===== src/rtl/mem_wb_stage.sv =====
// Writeback stage feeding the register file: one registered write pulse per retiring instruction,
// loads wait in LOAD_WAIT for mem_rvalid (or a timeout), halts park the stage in HALTED until rst.
module mem_wb_stage #(
    parameter int TIMEOUT = 255,
    parameter int CNT_W   = 16
) (
    input  logic             clk,
    input  logic             rst,
    input  logic             in_valid,
    output logic             in_ready,
    input  logic [3:0]       in_dst,
    input  logic             in_regwrite,
    input  logic             in_is_load,
    input  logic             in_llb,
    input  logic             in_lhb,
    input  logic             in_halt,
    input  logic [15:0]      in_alu,
    input  logic             mem_rvalid,
    input  logic [15:0]      mem_rdata,
    output logic [3:0]       wb_dst,
    output logic             wb_we,
    output logic [15:0]      wb_data,
    output logic             wb_llb,
    output logic             wb_lhb,
    output logic             busy_valid,
    output logic [3:0]       busy_dst,
    output logic             halted,
    output logic             err,
    output logic [CNT_W-1:0] retired
);
    localparam int TW = (TIMEOUT < 2) ? 1 : $clog2(TIMEOUT + 1);

    typedef enum logic [1:0] {IDLE, LOAD_WAIT, HALTED} state_t;

    state_t           state_q, state_d;
    logic [TW-1:0]    tmo_q, tmo_d;
    logic             ld_we_q, ld_we_d;
    logic             ld_halt_q, ld_halt_d;
    logic [3:0]       busy_dst_q, busy_dst_d;
    logic [3:0]       wb_dst_q, wb_dst_d;
    logic             wb_we_q, wb_we_d;
    logic [15:0]      wb_data_q, wb_data_d;
    logic             wb_llb_q, wb_llb_d;
    logic             wb_lhb_q, wb_lhb_d;
    logic             err_q, err_d;
    logic [CNT_W-1:0] retired_q, retired_d;
    logic             ld_done;

    always_comb begin
        state_d    = state_q;
        tmo_d      = tmo_q;
        ld_we_d    = ld_we_q;
        ld_halt_d  = ld_halt_q;
        busy_dst_d = busy_dst_q;
        wb_dst_d   = wb_dst_q;
        wb_we_d    = 1'b0;
        wb_data_d  = wb_data_q;
        wb_llb_d   = 1'b0;
        wb_lhb_d   = 1'b0;
        err_d      = err_q;
        retired_d  = retired_q;
        ld_done    = 1'b0;

        case (state_q)
            IDLE: begin
                if (in_valid) begin
                    if (in_is_load) begin
                        state_d    = LOAD_WAIT;
                        busy_dst_d = in_dst;
                        ld_we_d    = in_regwrite && (in_dst != 4'd0);
                        ld_halt_d  = in_halt;
                        tmo_d      = '0;
                    end else begin
                        wb_we_d   = in_regwrite && (in_dst != 4'd0);
                        wb_dst_d  = in_dst;
                        wb_data_d = (in_llb || in_lhb) ? {8'h00, in_alu[7:0]} : in_alu;
                        wb_llb_d  = wb_we_d && in_llb;
                        wb_lhb_d  = wb_we_d && in_lhb && !in_llb;
                        retired_d = retired_q + 1'b1;
                        if (in_halt) begin
                            state_d = HALTED;
                        end
                    end
                end
            end
            LOAD_WAIT: begin
                tmo_d = tmo_q + 1'b1;
                if (mem_rvalid) begin
                    wb_we_d   = ld_we_q;
                    wb_dst_d  = busy_dst_q;
                    wb_data_d = mem_rdata;
                    ld_done   = 1'b1;
                end else if ((TIMEOUT != 0) && (tmo_q == TW'(TIMEOUT - 1))) begin
                    // Abandoned load still counts as retired so software sees forward progress.
                    err_d   = 1'b1;
                    ld_done = 1'b1;
                end
                if (ld_done) begin
                    retired_d = retired_q + 1'b1;
                    tmo_d     = '0;
                    state_d   = ld_halt_q ? HALTED : IDLE;
                end
            end
            default: begin
                state_d = HALTED;
            end
        endcase
    end

    always_ff @(posedge clk) begin
        if (rst) begin
            state_q    <= IDLE;
            tmo_q      <= '0;
            ld_we_q    <= 1'b0;
            ld_halt_q  <= 1'b0;
            busy_dst_q <= 4'd0;
            wb_dst_q   <= 4'd0;
            wb_we_q    <= 1'b0;
            wb_data_q  <= 16'd0;
            wb_llb_q   <= 1'b0;
            wb_lhb_q   <= 1'b0;
            err_q      <= 1'b0;
            retired_q  <= '0;
        end else begin
            state_q    <= state_d;
            tmo_q      <= tmo_d;
            ld_we_q    <= ld_we_d;
            ld_halt_q  <= ld_halt_d;
            busy_dst_q <= busy_dst_d;
            wb_dst_q   <= wb_dst_d;
            wb_we_q    <= wb_we_d;
            wb_data_q  <= wb_data_d;
            wb_llb_q   <= wb_llb_d;
            wb_lhb_q   <= wb_lhb_d;
            err_q      <= err_d;
            retired_q  <= retired_d;
        end
    end

    assign in_ready   = (state_q == IDLE);
    assign busy_valid = (state_q == LOAD_WAIT);
    assign busy_dst   = busy_dst_q;
    assign halted     = (state_q == HALTED);
    assign wb_dst     = wb_dst_q;
    assign wb_we      = wb_we_q;
    assign wb_data    = wb_data_q;
    assign wb_llb     = wb_llb_q;
    assign wb_lhb     = wb_lhb_q;
    assign err        = err_q;
    assign retired    = retired_q;

endmodule


===== config.mk =====
export PLATFORM = sky130hd
export DESIGN_NAME = mem_wb_stage
export DESIGN_NICKNAME = d
export VERILOG_FILES = /design/src/rtl/mem_wb_stage.sv
export SDC_FILE = /design/constraint.sdc
export NUM_CORES = 1
export LEC_CHECK = 0
export CORE_MARGIN = 4
export CORE_UTILIZATION = 40
export CTS_CLUSTER_DIAMETER = 60
export CTS_CLUSTER_SIZE = 12
export DETAILED_ROUTE_END_ITERATION = 12
export PLACE_DENSITY = 0.75
export SLEW_MARGIN = 25
export SYNTH_ARGS = -nofsm -noshare
export SYNTH_HDL_FRONTEND = slang
export SYNTH_SLANG_ARGS = --single-unit

===== constraint.sdc =====
create_clock -name clk -period 1.8 [get_ports clk]
set_input_delay 0.45 -clock clk [delete_from_list [all_inputs] [get_ports clk]]
set_output_delay 0.45 -clock clk [all_outputs]
set_load 0.02 [all_outputs]

==> flow_summary.json <==
{
  "status": "complete, no violations",
  "clk_pin_slew_worst_paths_ns": 0.10,
  "die_height_um": 89.0,
  "drv_cap": 0,
  "critPathMaxStageDelay_ns": 0.61,
  "synth_edf_count": 0,
  "chipWidth_um": 89.0,
  "clock-root-buffer": "clkbuf_8",
  "synth-async-reset-ratio_pct": 0,
  "syn-num-nets": 343,
  "synth.most_common_cell": "dfxtp_1",
  "core_mm2": 0.00635,
  "final-max-slew-violation-count": 0,
  "period_needed_ns": 1.76,
  "ys_seq_area_share_pct": 42.8,
  "grt_usage_pct": 19.2,
  "p_per_area_mw_per_mm2": 634,
  "power.share.clock_pct": 26.6,
  "worstHoldEndpoint": "ld_halt_q",
  "finalClockSkew_ns": 0.00730,
  "initial_core_util_pct": 41.3,
  "first_global_vias": 2658,
  "fillCellCount": 545,
  "setup_viol": 0,
  "final_cells": 493,
  "yosys-top-cells-count": "dfxtp_1, nor2_1, a21oi_1",
  "synth_ff_type": "dfxtp_1",
  "antenna_cells": 0,
  "finalPower_mw": 2.64,
  "p_leak_nw": 1.58,
  "internal_power_mw": 1.89,
  "grt_first_pass_wirelength_um": 12100,
  "dieArea_mm2": 0.00791,
  "hp-class": "reg2reg",
  "critPathRequiredTime_ns": 1.35,
  "swShare_pct": 28.5,
  "drtIter0Drc": 76,
  "antenna_found_initial": 0,
  "layout-drive-gt1-share_pct": 21.6,
  "postSynthAreaPerCell_um2": 8.89,
  "grt_remaining_overflow": 0,
  "pwr-share-seq_pct": 50.5,
  "yosysUniqueCellTypes": 46,
  "dp_hpwl_um": 5350,
  "reg2reg_to": "retired[8]",
  "yosysTopAreaCell": "dfxtp_1",
  "slew_headroom_pct": 62.2,
  "pin_count": 92,
  "synth_area_mm2": 0.00262,
  "ctsHoldBuffers": 0,
  "peakVddDrop_mv": 0.461,
  "fmax_ghz": 0.567,
  "crit_buf_inv": 1,
  "ys_warn_count": 0,
  "final_nets": 463,
  "area_growth_pct": 59.1,
  "worstReg2RegStart": "tmo_q[0]",
  "num_rows": 29,
  "grt_max_degree": 39,
  "synth_top_area_share_pct": 42.8,
  "tightest_slew_ns": 0.567,
  "clock-sinks": 56,
  "min_path_cells": 2,
  "min_from": "ld_halt_q",
  "drc": 0,
  "routedWlPerCell_um": 16.3,
  "crit_chain": "clkdlybuf4s50_1",
  "synth_top_cells_by_area": "dfxtp_1, a211oi_1, nor2_1, a21oi_1, mux2i_1",
  "worst-setup-path-type": "reg2out",
  "port_buffers": 91,
  "hold_viol": 0,
  "dp.cells": 479,
  "syn_inst": 295,
  "switching_power_uw": 754,
  "critPathTopFamily": "buffers and inverters",
  "worst_setup_path_start_kind": "flop",
  "path_max_fanout": 4,
  "gp_congestion": 0.861,
  "critPathArrivalTime_ns": 1.31,
  "synth.ff_latch_count": 56,
  "worstSkewPairLatency_ns": 0.32,
  "clk_path_buf_depth": 2,
  "rr_worst_depth": 7,
  "pwr-share-comb_pct": 22.9,
  "drt.antenna.violating_nets": 0,
  "rrSetupSlack_ns": 0.04,
  "cts_buffers": 5,
  "dr_total_vias": 2741,
  "h-tree-depth": 2,
  "finalWirelength_um": 8020,
  "cts_tree": "done",
  "setup-tns-final_ns": 0,
  "vias_per_cell": 5.56,
  "cp-end-kind": "output port",
  "cp_slowest_cell": "clkdlybuf4s50_1",
  "finalCritPeriodShare_pct": 98.0,
  "first_pass_iters": 4
}
## cell type report
class                      count  area (um^2)  area share [%]
multi-input combinational    212         1530            36.6
timing repair buffer         134         1300            31.1
sequential                    56         1140            27.2
tap                           77         96.3            2.31
clock buffer                   6         72.6            1.74
inverter                       6         22.5           0.540
clock inverter                 2         16.3           0.390
## registers in the layout (all words and copies together) (netlist names)
register	count
busy_dst	4
err	1
ld_halt_q	1
ld_we_q	1
retired	16
state_q	2
tmo_q	8
wb_data	16
wb_dst	4
wb_lhb	1
wb_llb	1
wb_we	1
## repair_timing
action	in CTS	in global routing
buffers inserted	1	3
hold endpoints to repair	0	0
cloned	1	2
pin swaps	3	7
setup endpoints to repair	26	37
gates resized for setup	23	34
## power groups by stage
stage                     sequential [mW]  clock (mW)  combinational, mW
after detailed placement             1.37           0              0.593
after global placement               1.36           0              0.585
after floorplan                      1.43           0              0.212
after global routing                 1.34       0.767              0.658
final                                1.34       0.705              0.605
after CTS                            1.34       0.718              0.596
## tightest hold or removal path, stage by stage, from the launching register on
cell,delay (ns)
dfxtp_1,0.32
nand2_1,0.05
a21oi_1,0.06
## metal layers
metal  GRT usage [%]  part of all wire (%)  wire (um)  up-vias
met2            33.9                    48       3840      104
li1                -                     -          -     1334
met4            5.55                   1.1         92        0
met3            3.96                   9.1        727        8
met5               0                     0          0        -
met1            23.6                    42       3360     1295
## worst max-delay path by stage
stage	slack [ns]	depth (start not counted)	from	end
finish	0.04	1	retired[6]	retired[6]
detailed placement	-0.45	5	in_valid	retired[13]
global placement	-0.44	5	in_valid	retired[15]
floorplan	0.004	6	retired[0]	retired[12]
global route	-0.02	7	tmo_q[0]	retired[12]
CTS	0.0008	1	retired[5]	retired[5]
## metrics by stage
stage	cell area, um^2	util (%)	setup slack, ns	hold WS (ns)
final	4170	65.7	0.0368	0.472
after global routing	4170	65.7	-0.0209	0.503
after CTS	3980	62.7	0.000798	0.477
after detailed placement	3850	60.6	-0.454	0.464
after global placement	3850	60.6	-0.442	0.447
after floorplan	2630	-	0.00434	0.437
## cells in the final DEF, fill, tap and decap left out, types with 3 or more instances in the layout
cell type and count:
mux2_2 3, nand2_1 19, a311oi_1 3, clkdlybuf4s50_1 70, a211oi_1 23, clkbuf_8 5, dfxtp_2 6, o31ai_1 8
dfxtp_1 48, dlygate4sd2_1 12, mux2i_1 12, a22oi_1 8, a21oi_1 24, o21ai_0 6, dlymetal6s2s_1 7, nand3_1 6
nor2b_1 5, inv_1 4, nor2_1 37, nand4_1 3, or4_1 10, buf_4 37
## cell families (layout without fill, tap and decap cells)
kind of cell               count (synthesis)  in the layout  synth area share, %
DFF                                       56             56                 42.8
and+or+nand+nor                          105            105                 22.3
muxes                                     17             17                 6.73
buffers and inverters                     28            148                 5.06
adders and majority gates                  3              3                 1.43
AOI/OAI and AO/OA                         86             87                 21.7
Power figures use the tool's default switching activity.
